**src/rtl/bram_bank_loader_pkg.sv**
```systemverilog
// Shared parsing geometry: bank count, bank depth, address/data widths and
// the loader FSM state encoding used by the BRAM bank loader.
package bram_bank_loader_pkg;

    // Bank geometry shared with the parsing block that reads these BRAMs.
    localparam int PARSE_NUM_BANK   = 16;
    localparam int PARSE_BANK_DEPTH = 128;
    localparam int PARSE_ADDR_W     = 9;
    localparam int PARSE_DATA_W     = 128;
    localparam int PARSE_GAP_CYC    = 10;

    // Loader sequencing states.
    typedef enum logic [1:0] {
        IDLE  = 2'd0,
        LOAD  = 2'd1,
        GAP   = 2'd2,
        START = 2'd3
    } loaderState_t;

endpackage

```
**src/rtl/bram_bank_loader.sv**
```systemverilog
// BRAM bank loader: streams source words into NUM_BANK banks in order
// (bank 0 addr 0 .. bank NUM_BANK-1 addr BANK_DEPTH-1). Every write is
// registered. After the final write and GAP_CYC idle cycles, a single-cycle
// oStart pulse kicks off the parsing block.
module bram_bank_loader
    import bram_bank_loader_pkg::*;
#(
    parameter int NUM_BANK   = PARSE_NUM_BANK,
    parameter int BANK_DEPTH = PARSE_BANK_DEPTH,
    parameter int GAP_CYC    = PARSE_GAP_CYC
) (
    input  logic                    clk,
    input  logic                    rstn,
    input  logic                    iLoad,
    input  logic                    iValid,
    input  logic [PARSE_DATA_W-1:0] iData,
    output logic                    oReady,
    output logic [NUM_BANK-1:0]     o_ena,
    output logic [NUM_BANK-1:0]     o_wea,
    output logic [PARSE_ADDR_W-1:0] o_addra,
    output logic [PARSE_DATA_W-1:0] o_dia,
    output logic                    oBusy,
    output logic                    oStart
);

    localparam int BANK_W = (NUM_BANK > 1) ? $clog2(NUM_BANK) : 1;
    localparam int GAP_W  = $clog2(GAP_CYC + 1);

    loaderState_t              state;
    loaderState_t              stateNext;
    logic [BANK_W-1:0]         bankCnt;
    logic [PARSE_ADDR_W-1:0]   addrCnt;
    logic [GAP_W-1:0]          gapCnt;
    logic                      accept;
    logic                      lastAddr;
    logic                      lastWord;
    logic                      gapDone;

    // A word is taken only while loading and the source presents valid data.
    assign accept   = (state == LOAD) && iValid;
    assign lastAddr = (addrCnt == PARSE_ADDR_W'(BANK_DEPTH - 1));
    assign lastWord = lastAddr && (bankCnt == BANK_W'(NUM_BANK - 1));
    assign gapDone  = (gapCnt == GAP_W'(GAP_CYC - 1));

    // State register; reset abandons any load in progress.
    always_ff @(posedge clk or negedge rstn) begin
        if (!rstn) begin
            state <= IDLE;
        end else begin
            state <= stateNext;
        end
    end

    // Next-state and state-decoded handshake/status outputs.
    always_comb begin
        stateNext = state;
        oReady    = 1'b0;
        oBusy     = 1'b1;
        oStart    = 1'b0;
        case (state)
            IDLE: begin
                oBusy = 1'b0;
                if (iLoad) begin
                    stateNext = LOAD;
                end
            end
            LOAD: begin
                oReady = 1'b1;
                if (accept && lastWord) begin
                    stateNext = GAP;
                end
            end
            GAP: begin
                if (gapDone) begin
                    stateNext = START;
                end
            end
            START: begin
                oStart    = 1'b1;
                stateNext = IDLE;
            end
            default: begin
                stateNext = IDLE;
            end
        endcase
    end

    // Bank/address counters: cleared when a load begins, advanced per accepted word.
    always_ff @(posedge clk or negedge rstn) begin
        if (!rstn) begin
            bankCnt <= '0;
            addrCnt <= '0;
        end else if ((state == IDLE) && iLoad) begin
            bankCnt <= '0;
            addrCnt <= '0;
        end else if (accept) begin
            if (lastWord) begin
                bankCnt <= '0;
                addrCnt <= '0;
            end else if (lastAddr) begin
                bankCnt <= bankCnt + BANK_W'(1);
                addrCnt <= '0;
            end else begin
                addrCnt <= addrCnt + PARSE_ADDR_W'(1);
            end
        end
    end

    // Gap counter runs only in GAP so the START pulse lands GAP_CYC cycles after the last write.
    always_ff @(posedge clk or negedge rstn) begin
        if (!rstn) begin
            gapCnt <= '0;
        end else if (state == GAP) begin
            gapCnt <= gapCnt + GAP_W'(1);
        end else begin
            gapCnt <= '0;
        end
    end

    // Registered BRAM write port: enables pulse for one cycle per accepted word, address/data hold otherwise.
    always_ff @(posedge clk or negedge rstn) begin
        if (!rstn) begin
            o_ena   <= '0;
            o_wea   <= '0;
            o_addra <= '0;
            o_dia   <= '0;
        end else if (accept) begin
            o_ena   <= NUM_BANK'(1) << bankCnt;
            o_wea   <= NUM_BANK'(1) << bankCnt;
            o_addra <= addrCnt;
            o_dia   <= iData;
        end else begin
            o_ena   <= '0;
            o_wea   <= '0;
        end
    end

endmodule

```
**config.mk**
```make
export PLATFORM = sky130hd
export DESIGN_NAME = bram_bank_loader
export DESIGN_NICKNAME = d
export VERILOG_FILES = /design/src/rtl/bram_bank_loader_pkg.sv /design/src/rtl/bram_bank_loader.sv
export SDC_FILE = /design/constraint.sdc
export NUM_CORES = 1
export LEC_CHECK = 0
export ABC_AREA = 1
export ABC_CLOCK_PERIOD_IN_PS = 3700
export CAP_MARGIN = 20
export CELL_PAD_IN_SITES_DETAIL_PLACEMENT = 0
export CELL_PAD_IN_SITES_GLOBAL_PLACEMENT = 1
export CORE_UTILIZATION = 34
export CTS_BUF_LIST = sky130_fd_sc_hd__clkbuf_8
export DETAILED_ROUTE_END_ITERATION = 6
export PLACE_DENSITY = 0.95
export SETUP_SLACK_MARGIN = 0.2
export SYNTH_ARGS = -nofsm -noshare
export SYNTH_HDL_FRONTEND = slang
export SYNTH_SLANG_ARGS = --single-unit
```
**constraint.sdc**
```tcl
create_clock -name clk -period 3.7 [get_ports clk]
set_clock_uncertainty 0.05 [all_clocks]
set_input_delay 0.74 -clock clk [delete_from_list [all_inputs] [get_ports clk]]
set_output_delay 0.74 -clock clk [all_outputs]
set_load 0.1 [all_outputs]
```
==> summary.txt, run 1 <==
run status: finished clean
Slew HR: 31.5%
cell family with most CP delay: buffers and inverters
DIE WIDTH: 145 um
share of cells above drive strength 1: 5.16%
CP peak stage delay: 1.16 ns
count of cells along the worst register-to-register path: 6
post-synthesis xor/xnor area fraction: 0.380%
total setup buffers inserted after CTS: 0
number of CTS-inserted buffers: 17
area grow syn2layout: 51.5%
PnR worst setup slack: 0.915 ns
largest net degree at the start of global routing: 145
Max Clk Rate: 359 MHz
minimum clock period: 2.79 ns
first-pass GRT wire length: 27.9 mm
CP Data Required Time: 2.91 ns
largest family of logic cells by synthesized area: simple AND/OR/NAND/NOR gates
Clk Latency, worst-skew pair: 0.44 ns
FF+latch count, synth: 172
routability cong.: 0.798
placed insts: 1299
count of final setup violators: 0
final wirelength: 18.5 mm
detailed placement HPWL: 12.6 mm
DRC errors left: 0
Worst Setup Slack post-DPL: 1.41 ns
final core occ: 53.1%
fillcell total: 1794
most frequent cells in the layout: nand2_1 (433), clkdlybuf4s50_1 (295), dfrtp_1 (172)
DR iter-0 viols: 315
CTS max path bufs: 2
Final Hold Fails: 0
CP Capture Type: output pin
Ports: 304
hold bufs inserted after CTS: 0
All-Layer GR Usage: 17.5%
post-route antenna net violation count: 0
commonest non-fill, non-tap cell in the layout: nand2_1
Root Driver: clkbuf_8
DRT Pass-1 Iters: 4
Row Count: 51
Worst R2R Setup Slack: 1.89 ns
IO buf count: 303
Yosys warning count: 0
syn_area_per_cell: 8.92 sq um
RSZ-0062 raised after global routing: no
complex-gate fraction of the synthesized area: 1.47%
CTS clock-pin slew for the worst setup and hold paths: 0.10 ns
crit-path max FO: 2
initial antenna violation count: 0
crit path buf inv count: 1
Initial Util: 35.0%
Vias: 5786
Slew Viols, Final: 0
CP Launch Type: flop
capture point of the worst reg-to-reg path: o_dia[55]$_DFFE_PN0P_
TritonCTS clock tree: built
Worst-Margin Slew: 1.02 ns
maxcap violations: 0
WP data arrival: 2.00 ns
post-route clock period utilization: 75.3%
Synth Area in Adders: 2.54%
setup TNS: 0 ns
post-synthesis simple-gate area fraction: 27.9%
Syn Nets: 920
worst hold path type: input port to async pin
die area: 20900 sq um
number of nets in the layout: 1199
die height: 145 um
mux contribution to synthesized area: 0.145%
core area: 19700 sq um
WL/cell: 13.9 um
crit path cell chain: clkdlybuf4s50_1
Seq/Total Area, Yosys: 62.3%
fin cells: 1330
area of the mapped netlist: 6910 sq um
Overflow after GRT: 0
# resized after CTS: 0
number of global-route vias before repair: 5449
Distinct cells, synth: 26
clk sinks: 172
Multi-input gate area: 2250 sq um
H-tree depth: 4
WS Path Type: flop to output pin
Reg area: 4300 sq um
Synth Instances: 774
reg2reg start: state[1]$_DFFE_PN0P_
Ant. Diodes: 0
drt via density: 4.35
CP max stage cell: clkdlybuf4s50_1
==> metrics by stage <==
stage | cell area (sq um) | hold slack (ns)
after floorplan | 6910 | 0.394
after global placement | 10100 | 0.410
after detailed placement | 10100 | 0.414
after CTS | 10500 | 0.255
after global routing | 10500 | 0.269
final | 10500 | 0.253
==> cells in the mapped netlist <==
cell | number | area (sq um)
a21oi_1 | 3 | 15.0
buf_2 | 21 | 105
buf_4 | 18 | 135
clkbuf_1 | 9 | 33.8
dfrtp_1 | 172 | 4300
ha_1 | 14 | 175
inv_1 | 21 | 78.8
inv_2 | 2 | 7.51
mux2i_1 | 1 | 10.0
nand2_1 | 434 | 1630
nand2_2 | 1 | 6.26
nand2_4 | 1 | 11.3
nand3_1 | 15 | 75.1
nand3_2 | 1 | 10.0
nand4_1 | 7 | 43.8
nand4_2 | 1 | 12.5
nor2_1 | 30 | 113
nor2_2 | 2 | 12.5
nor2_4 | 1 | 11.3
o21ai_0 | 11 | 55.1
o21ai_1 | 2 | 10.0
o21ai_2 | 1 | 8.76
o22ai_1 | 2 | 12.5
or2_2 | 1 | 6.26
xnor2_1 | 1 | 8.76
xor2_1 | 2 | 17.5
==> cells by family (layout without fill, tap and decap cells) <==
group,after synthesis,after routing
and+or+nand+nor,494,494
DFF,172,172
buffers and inverters,71,362
AOI/OAI and AO/OA,19,19
adders and majority gates,14,14
xor gates and xnor gates,3,3
muxes,1,1
==> flip-flops by register name, summed over array words and instances (netlist names) <==
name / count
o_dia: 128
bankCnt: 4
gapCnt: 4
addrCnt: 9
o_wea: 16
o_addra: 9
state: 2
==> layer usage <==
layer,up-vias,GRT usage [%],part of all wire (%)
li1,2891,-,-
met4,0,4.88,1.0
met3,16,7.52,10
met5,-,0,0
met2,215,28.3,46
met1,2664,21.1,43
==> layout make-up <==
cell class	count	share of cell area (%)
multi-input combinational	531	21.5
timing repair buffer	308	29.8
clock inverter	12	1.09
clock buffer	19	2.50
tap	265	3.17
sequential	172	41.1
inverter	23	0.849
==> worst max-delay path by stage <==
stage | start | to | cells past startpoint | slack [ns]
after floorplan | state[1]$_DFFE_PN0P_ | o_dia[100]$_DFFE_PN0P_ | 8 | 1.38
after global placement | o_dia[18]$_DFFE_PN0P_ | o_dia[18] | 1 | 1.42
after detailed placement | o_dia[46]$_DFFE_PN0P_ | o_dia[46] | 1 | 1.41
after CTS | o_dia[105]$_DFFE_PN0P_ | o_dia[105] | 1 | 0.86
after global routing | o_dia[125]$_DFFE_PN0P_ | o_dia[125] | 1 | 0.82
final | o_dia[105]$_DFFE_PN0P_ | o_dia[105] | 1 | 0.91
Power of run 1 is left out: the tool's default activity adds up to more than one toggle a clock period on the data nets, which glitch-free logic cannot reach.
==> inputs of run 2 (changes only) <==
--- a/config.mk
+++ b/config.mk
@@ -6,14 +6,14 @@
 export NUM_CORES = 1
 export LEC_CHECK = 0
 export ABC_AREA = 1
-export ABC_CLOCK_PERIOD_IN_PS = 3700
+export ABC_CLOCK_PERIOD_IN_PS = 2800
 export CAP_MARGIN = 20
 export CELL_PAD_IN_SITES_DETAIL_PLACEMENT = 0
 export CELL_PAD_IN_SITES_GLOBAL_PLACEMENT = 1
-export CORE_UTILIZATION = 34
+export CORE_UTILIZATION = 31
 export CTS_BUF_LIST = sky130_fd_sc_hd__clkbuf_8
 export DETAILED_ROUTE_END_ITERATION = 6
-export PLACE_DENSITY = 0.95
+export PLACE_DENSITY = 0.93
 export SETUP_SLACK_MARGIN = 0.2
 export SYNTH_ARGS = -nofsm -noshare
 export SYNTH_HDL_FRONTEND = slang
==> constraint.sdc (replaced) <==
create_clock -name clk -period 2.8 [get_ports clk]
set_clock_uncertainty 0.05 [all_clocks]
set_input_delay 0.56 -clock clk [delete_from_list [all_inputs] [get_ports clk]]
set_output_delay 0.56 -clock clk [all_outputs]
set_load 0.1 [all_outputs]
==> run 2 against run 1 <==
Non-clock buffer count increased by 8. Via count rose by 1.2%. Die area grew 9.5%. Register-to-register slack worse by 1.0 ns. Core utilization decreased by 6.7 points. Final area fell by 3.4%. Worst setup slack got worse by 0.28 ns. Sequential share of layout area up 1.4 points. Critical endpoint is now oBusy. Hold slack got worse by 0.21 ns. Critical path depth increased by 3. Final cell count is 1.7% higher.
==> summary.txt, run 2 (synthesized netlist as in run 1, its figures left out) <==
run status: finished clean
crit path buf inv count: 3
CP Launch Type: flop
maxcap violations: 0
number of global-route vias before repair: 5525
IO buf count: 303
detailed placement HPWL: 13.4 mm
setup TNS: 0 ns
Overflow after GRT: 0
Slew Viols, Final: 0
DIE WIDTH: 151 um
commonest non-fill, non-tap cell in the layout: nand2_1
reg2reg start: state[1]$_DFFE_PN0P_
drt via density: 4.33
Final Hold Fails: 0
most frequent cells in the layout: nand2_1 (433), buf_4 (182), dfrtp_1 (172)
All-Layer GR Usage: 15.9%
CP peak stage delay: 0.41 ns
post-route clock period utilization: 77.3%
WS Path Type: flop to output pin
CP max stage cell: dfrtp_1
crit path cell chain: inv_1 -> ha_1 -> inv_1 -> buf_4
routability cong.: 0.779
DRT Pass-1 Iters: 4
Ant. Diodes: 0
WP data arrival: 1.56 ns
number of CTS-inserted buffers: 17
CTS max path bufs: 2
minimum clock period: 2.17 ns
hold bufs inserted after CTS: 0
Worst-Margin Slew: 0.887 ns
DRC errors left: 0
Clk Latency, worst-skew pair: 0.44 ns
RSZ-0062 raised after global routing: no
cell family with most CP delay: buffers and inverters
CP Capture Type: output pin
Initial Util: 31.7%
count of cells along the worst register-to-register path: 6
CP Data Required Time: 2.19 ns
TritonCTS clock tree: built
WL/cell: 13.6 um
Vias: 5858
core area: 21800 sq um
initial antenna violation count: 0
# resized after CTS: 0
Worst R2R Setup Slack: 0.88 ns
Regs by FF count: o_dia (128), o_wea (16)
crit-path max FO: 4
clk sinks: 172
final core occ: 46.3%
post-route antenna net violation count: 0
Reg area: 4300 sq um
Row Count: 54
total setup buffers inserted after CTS: 0
Biggest register: o_dia
share of cells above drive strength 1: 21.2%
Root Driver: clkbuf_8
DR iter-0 viols: 192
max reg flops: 128
Ports: 304
number of nets in the layout: 1207
critical path depth: 4
Multi-input gate area: 2250 sq um
CTS clock-pin slew for the worst setup and hold paths: 0.10 ns
die height: 151 um
die area: 22900 sq um
final wirelength: 18.4 mm
Slew HR: 40.9%
first-pass GRT wire length: 28.1 mm
fillcell total: 2086
CP dominant cell by count: inv_1
area grow syn2layout: 46.4%
worst hold path type: input port to async pin
H-tree depth: 4
Max Clk Rate: 462 MHz
capture point of the worst reg-to-reg path: o_dia[30]$_DFFE_PN0P_
count of final setup violators: 0
largest net degree at the start of global routing: 85
## run 2: worst max-delay path by stage
stage / end / startpoint / slack [ns]
floorplan: o_dia[100]$_DFFE_PN0P_ / state[1]$_DFFE_PN0P_ / 0.48
global placement: o_dia[23]$_DFFE_PN0P_ / iValid / 0.60
detailed placement: o_wea[8]$_DFF_PN0_ / iValid / 0.59
CTS: oBusy / state[0]$_DFFE_PN0P_ / 0.57
global route: oBusy / state[0]$_DFFE_PN0P_ / 0.51
finish: oBusy / state[0]$_DFFE_PN0P_ / 0.63
## run 2: final cells by class
type,count,share of cell area (%)
Clock buffer,18,2.45
Clock inverter,13,1.31
Inverter,23,0.878
Multi-Input combinational cell,531,22.3
Sequential cell,172,42.6
Tap cell,280,3.46
Timing Repair Buffer,316,27.1
## run 2: through the flow
stage	setup slack (ns)	cell area, sq um	hold slack, ns	instances
floorplan	0.477	6910	0.214	774
global placement	0.598	9730	0.414	1322
detailed placement	0.593	9730	0.416	1322
CTS	0.568	10100	0.0413	1353
global route	0.510	10100	0.0626	1353
finish	0.635	10100	0.0452	1353
## run 2: metal layers
layer  track usage, %  vias up  part of all wire [%]
met4             6.05        0                   1.5
met3             5.63       17                   9.6
li1                 -     2919                     -
met5                0        -                     0
met2             25.5      225                    46
met1             19.6     2697                    43
Power of run 2 is left out for the same reason.
==> variant: new RTL, settings of run 2 <==
Set the package constant `PARSE_DATA_W` to 192 (it was 128).
--- a/src/rtl/bram_bank_loader_pkg.sv
+++ b/src/rtl/bram_bank_loader_pkg.sv
@@ -8,3 +8,3 @@
     localparam int PARSE_ADDR_W     = 9;
-    localparam int PARSE_DATA_W     = 128;
+    localparam int PARSE_DATA_W     = 192;
     localparam int PARSE_GAP_CYC    = 10;
Interface: changed (resized iData and o_dia); port bits go from 304 to 432. The function was not compared with the original's and may differ.
==> variant against run 2 <==
Worst setup slack worse by 0.15 ns. Sequential cell count is 64 higher. Synthesized area is 35% higher. First-iteration DRC count is 140% higher. Die area is 35% higher. Wire length is 51% higher. Final area is 42% higher. Highest routed layer unchanged.
Power is not shown: default switching activity piles up to over one toggle a cycle in this logic, so the estimate is an artifact.
==> variant: results (changes against run 2) <==
Routing
  – First-pass iteration count of the detailed router: 5 (+1)
  – Vias: 8281 (+41%)
  – DRT Wirelength: 27800 µm (+51%)
  – Starting DRC count in detailed routing: 466 (+140%)

Logic synthesis
  – Seq/Total Area, Yosys: 63.1% (+0.80 points)
  – Leading post-synthesis cells by cell area: dfrtp_1 63%, nand2_1 25%, ha_1 1.9%
  – Synthesis warning total: 0 (unchanged)
  – Net Count, Synth: 1254 (+36%)
  – Most frequent cells after synthesis: 620 x nand2_1, 236 x dfrtp_1, 29 x nor2_1
  – Post-synth cell types: 29 (+12%)

Placed design
  – Port bufs: 431 (+42%)
  – Dpl ws: 0.514 ns (-0.0788 ns)
  – Gp weighted congestion: 0.775 (-0.56%)
  – Post-DP HPWL: 19900 µm (+49%)

CTS
  – Worst skew pair latency: 0.51 ns (+0.07 ns)
  – CTS buffer count: 41 (+24)
  – # hold bufs at CTS: 1 (+1)
  – Max Root-Sink Buffers: 3 (+1)
  – Clock-pin slew on the worst setup and hold paths: 0.06 ns (-0.04 ns)

Critical path
  – Worst EP arrival: 1.70 ns (+0.14 ns)

Global route
  – Total GRT Usage: 17.4% (+1.4 points)
  – First-pass GRT wire length: 42900 µm (+52%)
  – Largest net degree at the start of global routing: 106 (+25%)
  – Number of global-route vias before repair: 8235 (+49%)

Timing
  – Slew @ Worst Pin: 0.522 ns (-0.364 ns)

Run status
  – Status: finished, final reports clean

Layout
  – Share of cells above drive strength 1: 22.5% (+1.2 points)
  – Post-layout nets: 1686 (+40%)

Worst hold path
  – Hold crit path type: flop to flop
[variant: cell types whose count changed after synthesis, moves of 2 or more]
cell,change
buf_1,+2
nand2_1,+186
o21ai_0,-2
buf_2,+7
clkbuf_1,+3
o21ai_1,+2
nor2_4,+2
dfrtp_1,+64
nand2_2,+6
[variant: logic make-up (layout without fill, tap and decap cells)]
| logic type | after synthesis | count (layout) | synth area share [%] |
|---|---|---|---|
| mux | 1 | 1 | 0.107 |
| xor+xnor | 3 | 3 | 0.281 |
| fa+ha+maj | 14 | 14 | 1.87 |
| compound gates | 19 | 19 | 1.16 |
| simple gates | 686 | 686 | 28.8 |
| flops | 236 | 236 | 63.1 |
| buf+inv | 85 | 548 | 4.63 |
[variant: layout make-up]
| class | instances | area, µm² |
|---|---|---|
| fill | 2765 | 15300 |
| sequential | 236 | 5910 |
| timing repair buffer | 451 | 3960 |
| multi-input combinational | 723 | 3030 |
| clock buffer | 55 | 757 |
| tap | 390 | 488 |
| clock inverter | 19 | 138 |
| inverter | 23 | 91.3 |
[variant: path summary, 6_finish.rpt]
check                                          to  slack (ns)  depth (start not counted)
max                                        oReady        0.49                          3
min                         o_dia[56]$_DFFE_PN0P_        0.43                          2
max reg2reg                   o_wea[10]$_DFF_PN0_        0.87                          7
min reg2reg                 o_dia[56]$_DFFE_PN0P_        0.43                          2
max in group asynchronous  addrCnt[3]$_DFFE_PN0P_        1.44                          3
min in group asynchronous   o_dia[29]$_DFFE_PN0P_        0.54                          2
[variant: layer usage]
metal | routed length [µm] | part of all wire (%) | track usage (%) | up-vias
met1 | 11300 | 41 | 20.8 | 3851
met4 | 650 | 2.3 | 6.16 | 0
li1 | - | - | - | 4034
met5 | 0 | 0 | 0 | -
met3 | 2340 | 8.4 | 5.17 | 46
met2 | 13500 | 49 | 29.5 | 350
[variant: worst register-to-register path, stage by stage, from the launching register on]
cell and delay [ns]:
dfrtp_1 0.41, inv_1 0.11, ha_1 0.31, nand2_8 0.14, inv_6 0.20, buf_4 0.27
nand2_1 0.20, nor2_1 0.15
[variant: per-stage QoR]
step,utilization (%),cells
3_5_place_dp,45.4,1822
4_1_cts,48.5,1897
5_1_grt,48.5,1897
3_3_place_gp,45.4,1822
6_report,48.5,1897
2_1_floorplan,-,1044
